===== src/rtl/bus_master_rr.sv =====
// rtl/bus_master_rr.sv - round-robin local bus master with grant timeout, backoff and retry; optional ACK_TIMEOUT_EN adds a GRANTED ack timeout
module bus_master_rr #(
  parameter int NUM_SRC     = 4,
  parameter int REQ_TIMEOUT = 16,
  parameter int BACKOFF_CYC = 4,
  parameter int MAX_RETRY   = 3,
  parameter int ACK_TIMEOUT = 64,
  localparam int OWNER_W    = (NUM_SRC > 1) ? $clog2(NUM_SRC) : 1
) (
  input  logic               clk,
  input  logic               reset_n,
  input  logic [NUM_SRC-1:0] src_req,
  input  logic               bus_grant,
  input  logic               bus_ack,
  output logic               bus_req,
  output logic [NUM_SRC-1:0] src_done,
  output logic [NUM_SRC-1:0] src_err,
  output logic [OWNER_W-1:0] owner_id,
  output logic               busy
);

  // Counter widths sized to the largest value each counter ever holds.
  localparam int WAIT_W  = (REQ_TIMEOUT > 1) ? $clog2(REQ_TIMEOUT) : 1;
  localparam int RETRY_W = (MAX_RETRY > 0) ? $clog2(MAX_RETRY + 1) : 1;
  localparam int BO_W    = (BACKOFF_CYC > 1) ? $clog2(BACKOFF_CYC) : 1;

  localparam logic [WAIT_W-1:0]  WAIT_LAST = WAIT_W'(REQ_TIMEOUT - 1);
  localparam logic [RETRY_W-1:0] RETRY_MAX = RETRY_W'(MAX_RETRY);
  localparam logic [BO_W-1:0]    BO_LAST   = BO_W'(BACKOFF_CYC - 1);

`ifdef ACK_TIMEOUT_EN
  localparam int ACK_W = (ACK_TIMEOUT > 1) ? $clog2(ACK_TIMEOUT) : 1;
  localparam logic [ACK_W-1:0] ACK_LAST = ACK_W'(ACK_TIMEOUT - 1);
`endif

  typedef enum logic [1:0] {
    S_IDLE    = 2'd0,
    S_REQ     = 2'd1,
    S_BACKOFF = 2'd2,
    S_GRANT   = 2'd3
  } state_e;

  state_e               state_q;
  logic                 bus_req_q;
  logic [NUM_SRC-1:0]   src_done_q;
  logic [NUM_SRC-1:0]   src_err_q;
  logic [OWNER_W-1:0]   owner_q;
  logic                 busy_q;
  logic [OWNER_W-1:0]   rr_ptr_q;
  logic [WAIT_W-1:0]    wait_cnt_q;
  logic [RETRY_W-1:0]   retry_cnt_q;
  logic [BO_W-1:0]      bo_cnt_q;
`ifdef ACK_TIMEOUT_EN
  logic [ACK_W-1:0]     ack_cnt_q;
`endif

  logic                 pick_vld;
  logic [OWNER_W-1:0]   pick_idx;
  logic [OWNER_W-1:0]   rr_ptr_d;
  logic [NUM_SRC-1:0]   owner_onehot;
  logic                 owner_req;

  // (base + off) mod NUM_SRC, with off < NUM_SRC so one subtraction suffices.
  function automatic logic [OWNER_W-1:0] rot_idx(input logic [OWNER_W-1:0] base, input int off);
    int s;
    s = int'(base) + off;
    if (s >= NUM_SRC) begin
      s = s - NUM_SRC;
    end
    return OWNER_W'(s);
  endfunction

  assign rr_ptr_d     = rot_idx(owner_q, 1);
  assign owner_onehot = NUM_SRC'(1) << owner_q;
  assign owner_req    = src_req[owner_q];

  // Round-robin pick: first requesting source at or after rr_ptr, wrapping; the lowest offset wins.
  always_comb begin
    pick_vld = 1'b0;
    pick_idx = '0;
    for (int i = NUM_SRC - 1; i >= 0; i--) begin
      if (src_req[rot_idx(rr_ptr_q, i)]) begin
        pick_vld = 1'b1;
        pick_idx = rot_idx(rr_ptr_q, i);
      end
    end
  end

  // Main sequencer: owner selection, request/backoff/retry timing and registered outputs.
  always_ff @(posedge clk or negedge reset_n) begin
    if (!reset_n) begin
      state_q     <= S_IDLE;
      bus_req_q   <= 1'b0;
      src_done_q  <= '0;
      src_err_q   <= '0;
      owner_q     <= '0;
      busy_q      <= 1'b0;
      rr_ptr_q    <= '0;
      wait_cnt_q  <= '0;
      retry_cnt_q <= '0;
      bo_cnt_q    <= '0;
`ifdef ACK_TIMEOUT_EN
      ack_cnt_q   <= '0;
`endif
    end else begin
      src_done_q <= '0;
      src_err_q  <= '0;
      case (state_q)
        S_IDLE: begin
          if (pick_vld) begin
            owner_q     <= pick_idx;
            wait_cnt_q  <= '0;
            retry_cnt_q <= '0;
            state_q     <= S_REQ;
            bus_req_q   <= 1'b1;
            busy_q      <= 1'b1;
          end
        end

        S_REQ: begin
          if (bus_grant) begin
            // Grant beats both a same-cycle cancel and a same-cycle timeout.
            state_q   <= S_GRANT;
            bus_req_q <= 1'b0;
`ifdef ACK_TIMEOUT_EN
            ack_cnt_q <= '0;
`endif
          end else if (!owner_req) begin
            // Cancel: silent return, rr_ptr untouched.
            state_q   <= S_IDLE;
            bus_req_q <= 1'b0;
            busy_q    <= 1'b0;
          end else if (wait_cnt_q == WAIT_LAST) begin
            bus_req_q <= 1'b0;
            if (retry_cnt_q < RETRY_MAX) begin
              state_q     <= S_BACKOFF;
              retry_cnt_q <= retry_cnt_q + RETRY_W'(1);
              bo_cnt_q    <= '0;
            end else begin
              state_q   <= S_IDLE;
              busy_q    <= 1'b0;
              src_err_q <= owner_onehot;
              rr_ptr_q  <= rr_ptr_d;
            end
          end else begin
            wait_cnt_q <= wait_cnt_q + WAIT_W'(1);
          end
        end

        S_BACKOFF: begin
          if (!owner_req) begin
            state_q <= S_IDLE;
            busy_q  <= 1'b0;
          end else if (bo_cnt_q == BO_LAST) begin
            state_q    <= S_REQ;
            bus_req_q  <= 1'b1;
            wait_cnt_q <= '0;
          end else begin
            bo_cnt_q <= bo_cnt_q + BO_W'(1);
          end
        end

        S_GRANT: begin
          // The owner's request may drop here; the transfer is already on the bus.
          if (bus_ack) begin
            state_q    <= S_IDLE;
            busy_q     <= 1'b0;
            src_done_q <= owner_onehot;
            rr_ptr_q   <= rr_ptr_d;
`ifdef ACK_TIMEOUT_EN
          end else if (ack_cnt_q == ACK_LAST) begin
            state_q   <= S_IDLE;
            busy_q    <= 1'b0;
            src_err_q <= owner_onehot;
            rr_ptr_q  <= rr_ptr_d;
          end else begin
            ack_cnt_q <= ack_cnt_q + ACK_W'(1);
`endif
          end
        end

        default: begin
          state_q   <= S_IDLE;
          bus_req_q <= 1'b0;
          busy_q    <= 1'b0;
        end
      endcase
    end
  end

  assign bus_req  = bus_req_q;
  assign src_done = src_done_q;
  assign src_err  = src_err_q;
  assign owner_id = owner_q;
  assign busy     = busy_q;

  // Completion pulses are exclusive and name at most one source.
  a_done_err_excl: assert property (@(posedge clk) disable iff (!reset_n) !((|src_done_q) && (|src_err_q)));
  a_done_onehot:   assert property (@(posedge clk) disable iff (!reset_n) $onehot0(src_done_q));
  a_err_onehot:    assert property (@(posedge clk) disable iff (!reset_n) $onehot0(src_err_q));

endmodule

===== config.mk =====
export PLATFORM = sky130hd
export DESIGN_NAME = bus_master_rr
export DESIGN_NICKNAME = d
export VERILOG_FILES = /design/src/rtl/bus_master_rr.sv
export SDC_FILE = /design/constraint.sdc
export NUM_CORES = 1
export LEC_CHECK = 0
export CAP_MARGIN = 20
export CORE_AREA = 8 8 71 49
export DETAILED_ROUTE_END_ITERATION = 12
export DIE_AREA = 0 0 79 57
export PLACE_DENSITY = 0.79
export RECOVER_POWER = 100
export SKIP_CTS_REPAIR_TIMING = 1
export SLEW_MARGIN = 5
export SYNTH_ARGS = -nofsm -noshare
export SYNTH_HDL_FRONTEND = slang
export SYNTH_SLANG_ARGS = --single-unit

===== constraint.sdc =====
create_clock -name clk -period 3.4 [get_ports clk]
set_clock_uncertainty 0.05 [all_clocks]
set_input_delay 0.68 -clock clk [delete_from_list [all_inputs] [get_ports clk]]
set_output_delay 0.68 -clock clk [all_outputs]
set_load 0.01 [all_outputs]

==> results of run 1 <==
==> cells by family after synthesis <==
logic type,share of synthesized area (%)
simple gates,19.6
fa+ha+maj,6.80
buf+inv,3.20
compound gates,16.2
mux,7.57
flops,46.6
==> final timing paths <==
kind	startpoint	to	slack [ns]	cells past startpoint
worst max-delay path	src_req[1]	rr_ptr_q[1]$_DFFE_PN0P_	0.80	5
worst min-delay path	wait_cnt_q[0]$_DFFE_PN0P_	wait_cnt_q[0]$_DFFE_PN0P_	0.45	1
worst max register to register	owner_id[0]$_DFFE_PN0P_	rr_ptr_q[1]$_DFFE_PN0P_	1.27	4
worst min register to register	wait_cnt_q[0]$_DFFE_PN0P_	wait_cnt_q[0]$_DFFE_PN0P_	0.45	1
max in group asynchronous	reset_n	rr_ptr_q[0]$_DFFE_PN0P_	1.48	2
min in group asynchronous	reset_n	wait_cnt_q[0]$_DFFE_PN0P_	1.12	2
==> placed cells by master, fill, tap and decap left out, drive strengths merged, types with 3 or more instances in the layout <==
cell type | synthesis | final
inv | 8 | 8
a21o | 3 | 3
nor2 | 7 | 7
ha | 7 | 7
nor3 | 3 | 3
mux2i | 3 | 3
mux2 | 4 | 4
a21oi | 10 | 10
clkbuf | 3 | 4
o21ai | 6 | 6
a31oi | 6 | 6
nand2b | 3 | 3
and2 | 10 | 10
and3 | 3 | 3
dfrtp | 24 | 24
nand2 | 7 | 7
dlygate4sd3 | 0 | 15
clkdlybuf4s50 | 0 | 4
==> worst max-delay path, stage by stage <==
cell and delay, ns:
dlygate4sd3_1 0.60, mux4_2 0.59, and4_1 0.27, nor2_1 0.19, mux2_2 0.36
==> area by class of cell <==
cell class                      instances  area (µm²)
Fill cell                             223         978
Sequential cell                        24         601
Clock inverter                          1        30.0
Timing Repair Buffer                   20         194
Tap cell                               34        42.5
Clock buffer                            3        41.3
Inverter                                8        30.0
Multi-Input combinational cell         92         636
==> metrics by stage <==
| stage | power [µW] | utilization (%) |
|---|---|---|
| 4_1_cts | 1170 | 62.3 |
| 3_3_place_gp | 901 | 59.5 |
| 6_report | 1150 | 61.7 |
| 5_1_grt | 1240 | 61.7 |
| 3_5_place_dp | 924 | 59.5 |
| 2_1_floorplan | 767 | - |
==> state kept, by name (all words and copies together) (netlist names) <==
register     count
busy             1
src_err          4
wait_cnt_q       4
bus_req          1
owner_id         2
src_done         4
state_q          2
retry_cnt_q      2
rr_ptr_q         2
bo_cnt_q         2
==> synthesized netlist by cell type, types with 2 or more instances <==
library cell | instances | share of area, %
nor2b_1 | 2 | 0.97
a31oi_1 | 6 | 2.9
nor3_1 | 3 | 1.2
o21ai_0 | 6 | 2.3
nand2_1 | 7 | 2.0
a21o_1 | 3 | 1.7
mux2i_1 | 3 | 2.3
dfrtp_1 | 24 | 47
clkbuf_1 | 3 | 0.87
and2_1 | 10 | 4.9
a21oi_1 | 10 | 3.9
mux2_2 | 4 | 3.5
and3_1 | 3 | 1.5
nand2b_1 | 3 | 1.5
or3_1 | 2 | 0.97
ha_1 | 7 | 6.8
nand3_1 | 2 | 0.78
nor2_1 | 6 | 1.7
inv_1 | 8 | 2.3
o2bb2ai_1 | 2 | 1.4
==> power by group <==
part	switching [µW]	internal [µW]	total [µW]	leakage [µW]
Sequential	101	363	465	0.000316
Clock	86.5	157	244	0.0000357
Combinational	230	211	441	0.000404
Total	418	732	1150	0.000755
==> layer usage <==
layer / track usage [%] / vias up / routed length [µm]
met2: 18.1 / 24 / 1130
met4: 2.89 / 0 / 21
li1: - / 495 / -
met5: 0 / - / 0
met3: 4.39 / 4 / 195
met1: 15.4 / 472 / 1160
==> results.py, run 1 <==
metrics = {
    "die": {
        "pin_count": 20,
        "fp-row-count": 15,
        "dieArea_mm2": 0.00450,
        "coreArea_mm2": 0.00255,
        "die_w_um": 79,
        "start_util_pct": 50.5,
        "die_y_um": 57,
    },
    "place": {
        "numPlacedInstances": 178,
        "dpl_cell_area_mm2": 0.00152,
        "portBuffers": 19,
        "hpwl_um": 1970,
        "place_ws_ns": 0.688,
        "routabilityCongestion": 0.857,
    },
    "global_route": {
        "antenna_found_initial": 0,
        "grt_first_pass_wirelength_um": 4350,
        "grt_max_degree": 25,
        "grt_pass1_vias": 941,
        "overflow": 0,
        "track_usage_pct": 11.8,
    },
    "detailed_routing": {
        "drt_iter0_markers": 57,
        "drtAntennaViolNets": 0,
        "viasPerCell": 5.47,
        "wl_per_cell_um": 13.8,
        "route.detailed.drc": 0,
        "via_count": 995,
        "routed_wl_um": 2500,
        "first_pass_iters": 4,
    },
    "timing": {
        "fin_crit_sh_pct": 76.4,
        "finalSetupViolCount": 0,
        "worst_pin_slew_ns": 1.18,
        "fin_hold_ws_ns": 0.451,
        "finalCriticalPeriod_ns": 2.60,
        "maxSlewHeadroom_pct": 21.3,
        "fmax_mhz": 385,
        "drv_slew": 0,
        "grt_setup_unrepaired": "no",
        "hold_viol_final": 0,
        "setup_tns_ns": 0,
        "setup_slack_ns": 0.803,
    },
    "synthesis": {
        "synth_edf_count": 0,
        "synthArstFlopShare_pct": 100,
        "ys.flop_type": "dfrtp_1",
        "syn_area_mm2": 0.00129,
        "synth_cells": 127,
        "synth_nets": 142,
        "yosysSeqAreaShare_pct": 46.6,
        "avgSynthCellArea_um2": 10.1,
        "ys_warn_count": 0,
        "ys_types": 33,
        "ys_ff_latch": 24,
    },
    "cts": {
        "ctsRootBufferMaster": "clkbuf_8",
        "cts_buffer_depth": 2,
        "clk_latency_ns": 0.27,
        "cts.sinks": 24,
        "cts_tree": "yes",
        "cts-htree-levels": 1,
        "clk_pin_slew_ns": 0.08,
        "cts_buffers": 3,
    },
    "cells_and_area": {
        "finalNetCount": 164,
        "layout.cells.non_filler": 182,
        "drive_gt1_share_pct": 6.08,
        "layout-area-overhead-vs-synth_pct": 22.1,
        "diodes": 0,
        "fin_area_mm2": 0.00157,
    },
    "hold_path": {
        "hold_class": "reg -> reg",
    },
    "setup_path": {
        "cp_max_fo": 10,
        "critPathArrivalTime_ns": 2.70,
        "crit_required_ns": 3.50,
        "worstSetupPathType": "in -> reg",
        "crit_path_start_kind": "input pin",
        "critPathCaptureType": "flip-flop",
    },
    "pwr": {
        "leakagePower_uw": 0.000755,
        "peakVddDrop_uv": 420,
        "p_per_area_mw_per_mm2": 730,
    },
    "run_status": {
        "status": "completed",
    },
    "flow_run": {
        "cap_violations": 0,
    },
}
Power figures use the tool's default switching activity.
==> run 2, diff against run 1 <==
--- a/config.mk
+++ b/config.mk
@@ -6,10 +6,10 @@
 export NUM_CORES = 1
 export LEC_CHECK = 0
 export CAP_MARGIN = 20
-export CORE_AREA = 8 8 71 49
+export CORE_AREA = 8 8 77 52
 export DETAILED_ROUTE_END_ITERATION = 12
-export DIE_AREA = 0 0 79 57
-export PLACE_DENSITY = 0.79
+export DIE_AREA = 0 0 85 60
+export PLACE_DENSITY = 0.71
 export RECOVER_POWER = 100
 export SKIP_CTS_REPAIR_TIMING = 1
 export SLEW_MARGIN = 5
==> constraint.sdc (replaced) <==
create_clock -name clk -period 2.35 [get_ports clk]
set_clock_uncertainty 0.05 [all_clocks]
set_input_delay 0.47 -clock clk [delete_from_list [all_inputs] [get_ports clk]]
set_output_delay 0.47 -clock clk [all_outputs]
set_load 0.01 [all_outputs]
==> run 2 against run 1 <==
  * Cell count is 5.5% higher
  * Critical path depth stayed put
  * Register-to-register slack worse by 0.80 ns
  * Via count is 6.4% higher
  * Setup slack worse by 0.57 ns
  * Combinational power is 56% higher
  * Total power is 48% higher
  * Hold slack better by 0.020 ns
==> results.py, run 2 (synthesized netlist as in run 1, its figures left out) <==
metrics = {
    "pwr": {
        "peakVddDrop_uv": 499,
        "total_power_uw": 1700,
        "swShare_pct": 36.4,
        "clockPowerShare_pct": 21.1,
        "p_sw_uw": 619,
        "p_seq_share_pct": 38.6,
        "leakagePower_uw": 0.000785,
        "p_int_uw": 1080,
        "combPwrFrac_pct": 40.3,
        "p_per_area_mw_per_mm2": 1050,
    },
    "timing": {
        "fmax_mhz": 472,
        "drv_slew": 0,
        "fin_hold_ws_ns": 0.471,
        "maxSlewHeadroom_pct": 16.9,
        "setup_tns_ns": 0,
        "finalCriticalPeriod_ns": 2.12,
        "grt_setup_unrepaired": "no",
        "hold_viol_final": 0,
        "finalSetupViolCount": 0,
        "worst_pin_slew_ns": 1.25,
        "fin_crit_sh_pct": 90.2,
    },
    "run_status": {
        "status": "completed",
    },
    "detailed_routing": {
        "drtAntennaViolNets": 0,
        "routed_wl_um": 2780,
        "via_count": 1059,
        "viasPerCell": 5.52,
        "first_pass_iters": 4,
        "wl_per_cell_um": 14.5,
        "drt_iter0_markers": 92,
        "route.detailed.drc": 0,
    },
    "die": {
        "die_y_um": 60,
        "fp-row-count": 16,
        "pin_count": 20,
        "die_w_um": 85,
        "dieArea_mm2": 0.00510,
        "start_util_pct": 43.2,
        "coreArea_mm2": 0.00298,
    },
    "cts": {
        "cts-htree-levels": 1,
        "clk_latency_ns": 0.27,
        "ctsRootBufferMaster": "clkbuf_8",
        "clk_pin_slew_ns": 0.08,
        "cts.sinks": 24,
        "cts_buffer_depth": 2,
        "cts_tree": "yes",
        "cts_buffers": 3,
    },
    "cells_and_area": {
        "layout_common_cells": "dfrtp_1 (24), dlygate4sd3_1 (14), a21oi_1 (10)",
        "drive_gt1_share_pct": 8.97,
        "finalNetCount": 172,
        "layout-area-overhead-vs-synth_pct": 26.1,
        "final_common_cell": "dfrtp_1",
        "fin_area_mm2": 0.00163,
        "diodes": 0,
        "fillers": 260,
    },
    "setup_path": {
        "crit_required_ns": 2.46,
        "worstSetupPathType": "in -> reg",
        "critPathArrivalTime_ns": 2.23,
        "cp_max_fo": 6,
        "critPathCaptureType": "flip-flop",
        "crit_path_start_kind": "input pin",
    },
    "place": {
        "dpl_cell_area_mm2": 0.00158,
        "hpwl_um": 2160,
        "portBuffers": 19,
        "routabilityCongestion": 0.902,
    },
    "flow_run": {
        "cap_violations": 0,
    },
    "global_route": {
        "grt_first_pass_wirelength_um": 4890,
        "grt_max_degree": 25,
        "overflow": 0,
        "grt_pass1_vias": 997,
        "antenna_found_initial": 0,
        "track_usage_pct": 12.4,
    },
    "hold_path": {
        "hold_class": "reg -> reg",
    },
}
run 2: final cells by class:
class | instances | area [µm²] | area share [%]
inverters | 8 | 30.0 | 1.85
flip-flops and latches | 24 | 601 | 37.0
multi-input cells | 92 | 636 | 39.1
well taps | 36 | 45.0 | 2.77
clock inverters | 1 | 30.0 | 1.85
clock buffers | 3 | 41.3 | 2.54
repair buffers | 28 | 243 | 14.9
run 2: final timing paths:
kind | start | endpoint | slack [ns] | cells after the start
min in group asynchronous | reset_n | src_err[2]$_DFF_PN0_ | 0.93 | 2
min | bo_cnt_q[1]$_DFFE_PN0P_ | bo_cnt_q[1]$_DFFE_PN0P_ | 0.47 | 1
max | src_req[3] | rr_ptr_q[1]$_DFFE_PN0P_ | 0.23 | 5
min reg2reg | bo_cnt_q[1]$_DFFE_PN0P_ | bo_cnt_q[1]$_DFFE_PN0P_ | 0.47 | 1
max in group asynchronous | reset_n | wait_cnt_q[0]$_DFFE_PN0P_ | 0.59 | 2
max reg2reg | owner_id[0]$_DFFE_PN0P_ | rr_ptr_q[1]$_DFFE_PN0P_ | 0.47 | 4
run 2: worst max-delay path, cell delays in order:
cell             delay [ns]
clkdlybuf4s50_1        0.44
mux4_2                 0.54
and4_1                 0.25
nor2_1                 0.18
mux2_2                 0.35
run 2: routing by layer:
| layer | global-route usage [%] | routed length, µm | vias to the layer above |
|---|---|---|---|
| met5 | 0 | 0 | - |
| met3 | 4.39 | 205 | 5 |
| met4 | 3.02 | 21 | 0 |
| li1 | - | - | 510 |
| met1 | 16.2 | 1310 | 510 |
| met2 | 19.0 | 1240 | 34 |
run 2: power groups by stage:
stage                     Sequential, µW  Combinational [µW]  Clock [µW]
final                                656                 686         359
after global routing                 684                 778         399
after CTS                            656                 727         372
after detailed placement             664                 719           0
after global placement               657                 695           0
after floorplan                      641                 469           0
run 2: metrics by stage:
stage / worst slack [ns] / instances / utilization, %
after floorplan: 0.418 / 127 / -
after global placement: 0.102 / 188 / 53.0
after detailed placement: 0.0458 / 188 / 53.0
after CTS: 0.319 / 192 / 55.4
after global routing: 0.148 / 192 / 54.5
final: 0.231 / 192 / 54.5
==> run 3, diff against run 2 <==
==> constraint.sdc (replaced) <==
create_clock -name clk -period 2.35 [get_ports clk]
set_clock_uncertainty 0.05 [all_clocks]
set_input_delay 0.235 -clock clk [delete_from_list [all_inputs] [get_ports clk]]
set_output_delay 0.235 -clock clk [all_outputs]
set_load 0.01 [all_outputs]
==> run 3 against run 2 <==
  * Non-clock buffer count fell by 5
  * Largest power group is now sequential cells
  * Via count decreased by 3.7%
  * Cell area decreased by 1.8%
  * Largest cell class unchanged
  * Maximum frequency fell by 0.42%
  * Sequential power grew 3%
  * Clock power is 1% lower
  * Sequential share of layout area grew 0.70 points
  * First-iteration DRC count shrank 70%
  * Total power shrank 1.5%
  * Count of clock-buffer cells in the layout did not move
  * Register-to-register slack worse by 0.21 ns
==> results.py, run 3 (synthesized netlist as in run 1, its figures left out) <==
metrics = {
    "setup_path": {
        "critPathBufInv": 1,
        "critPathArrivalTime_ns": 2.23,
        "cp_cell_sequence": "dlygate4sd3_1 -> mux4_2 -> and4_1 -> nor2_1 -> mux2_2",
        "critPathCaptureType": "flip-flop",
        "cp_slowest_stage_delay_ns": 0.61,
        "crit_path_start_kind": "input pin",
        "worstSetupPathType": "in -> reg",
        "cp_slowest_cell": "dlygate4sd3_1",
        "crit_family": "multiplexers",
        "cp_max_fo": 10,
        "crit_required_ns": 2.46,
    },
    "detailed_routing": {
        "drtAntennaViolNets": 0,
        "routed_wl_um": 2770,
        "drt_iter0_markers": 28,
        "wl_per_cell_um": 14.8,
        "via_count": 1020,
        "viasPerCell": 5.45,
        "route.detailed.drc": 0,
        "first_pass_iters": 4,
    },
    "global_route": {
        "antenna_found_initial": 0,
        "grt_max_degree": 25,
        "grt_first_pass_wirelength_um": 4600,
        "grt_pass1_vias": 969,
        "overflow": 0,
        "track_usage_pct": 11.6,
    },
    "cells_and_area": {
        "finalNetCount": 167,
        "layout_common_cells": "dfrtp_1 (24), dlygate4sd3_1 (14), a21oi_1 (10)",
        "layout-area-overhead-vs-synth_pct": 23.8,
        "diodes": 0,
        "drive_gt1_share_pct": 7.28,
        "final_common_cell": "dfrtp_1",
        "final_core_util_pct": 53.5,
    },
    "cts": {
        "cts.sinks": 24,
        "clk_latency_ns": 0.26,
        "cts-htree-levels": 1,
        "clk_pin_slew_ns": 0.08,
        "cts_buffers": 3,
        "ctsRootBufferMaster": "clkbuf_8",
        "cts_buffer_depth": 2,
        "cts_tree": "yes",
    },
    "pwr": {
        "peakVddDrop_uv": 548,
        "leakagePower_uw": 0.000767,
        "p_per_area_mw_per_mm2": 1050,
    },
    "die": {
        "dieArea_mm2": 0.00510,
        "die_y_um": 60,
        "die_w_um": 85,
        "coreArea_mm2": 0.00298,
        "pin_count": 20,
        "fp-row-count": 16,
        "start_util_pct": 43.2,
    },
    "timing": {
        "hold_viol_final": 0,
        "fmax_mhz": 470,
        "worst_pin_slew_ns": 1.28,
        "fin_crit_sh_pct": 90.6,
        "finalCriticalPeriod_ns": 2.13,
        "finalSetupViolCount": 0,
        "setup_tns_ns": 0,
        "drv_slew": 0,
        "grt_setup_unrepaired": "no",
        "maxSlewHeadroom_pct": 14.8,
    },
    "place": {
        "hpwl_um": 2150,
        "routabilityCongestion": 0.833,
        "portBuffers": 19,
    },
    "flow_run": {
        "cap_violations": 0,
    },
    "run_status": {
        "status": "completed",
    },
    "hold_path": {
        "hold_class": "reg -> reg",
    },
}
[run 3: changes by cell type in the layout (fill, tap and decap cells not counted), sizes merged]
cell and change:
buf -3, clkbuf -2
[run 3: power by group]
part | internal (µW) | total, µW | switching (µW)
Combinational | 308 | 647 | 339
Sequential | 526 | 675 | 149
Clock | 228 | 354 | 127
[run 3: path summary, 6_finish.rpt]
check	depth (start not counted)	end	slack, ns	startpoint
min in group asynchronous	2	bus_req$_DFFE_PN0P_	0.72	reset_n
worst max register to register	4	rr_ptr_q[1]$_DFFE_PN0P_	0.26	owner_id[0]$_DFFE_PN0P_
worst max-delay path	5	rr_ptr_q[1]$_DFFE_PN0P_	0.22	src_req[1]
max in group asynchronous	2	src_err[0]$_DFF_PN0_	0.78	reset_n
worst min register to register	1	retry_cnt_q[1]$_DFFE_PN0P_	0.47	retry_cnt_q[1]$_DFFE_PN0P_
worst min-delay path	1	retry_cnt_q[1]$_DFFE_PN0P_	0.47	retry_cnt_q[1]$_DFFE_PN0P_
[run 3: metal layers]
metal | up-vias | track usage [%] | part of all wire [%]
met1 | 484 | 13.8 | 46
met5 | - | 0 | 0
li1 | 501 | - | -
met4 | 0 | 2.26 | 0.47
met2 | 33 | 19.4 | 45
met3 | 2 | 4.66 | 9.0
[run 3: worst register-to-register path, delay by kind of cell, from the launching register on]
family,cells,cell delay (ns)
muxes,2,1.00
DFF,1,0.48
and+or+nand+nor,2,0.45
[run 3: cell type report]
cell class                      instances  area (µm²)
Sequential cell                        24         601
Fill cell                             255        1390
Timing Repair Buffer                   23         213
Multi-Input combinational cell         92         636
Tap cell                               36        45.0
Clock buffer                            3        41.3
Clock inverter                          1        30.0
Inverter                                8        30.0
[run 3: through the flow]
stage	setup slack, ns	total power, µW	area (µm²)	instances	hold WS, ns
2_1_floorplan	0.418	1110	1290	127	-0.111
3_3_place_gp	0.185	1310	1540	183	0.443
3_5_place_dp	0.133	1350	1540	183	0.443
4_1_cts	0.325	1710	1610	187	0.283
5_1_grt	0.143	1810	1600	187	0.487
6_report	0.221	1680	1600	187	0.467
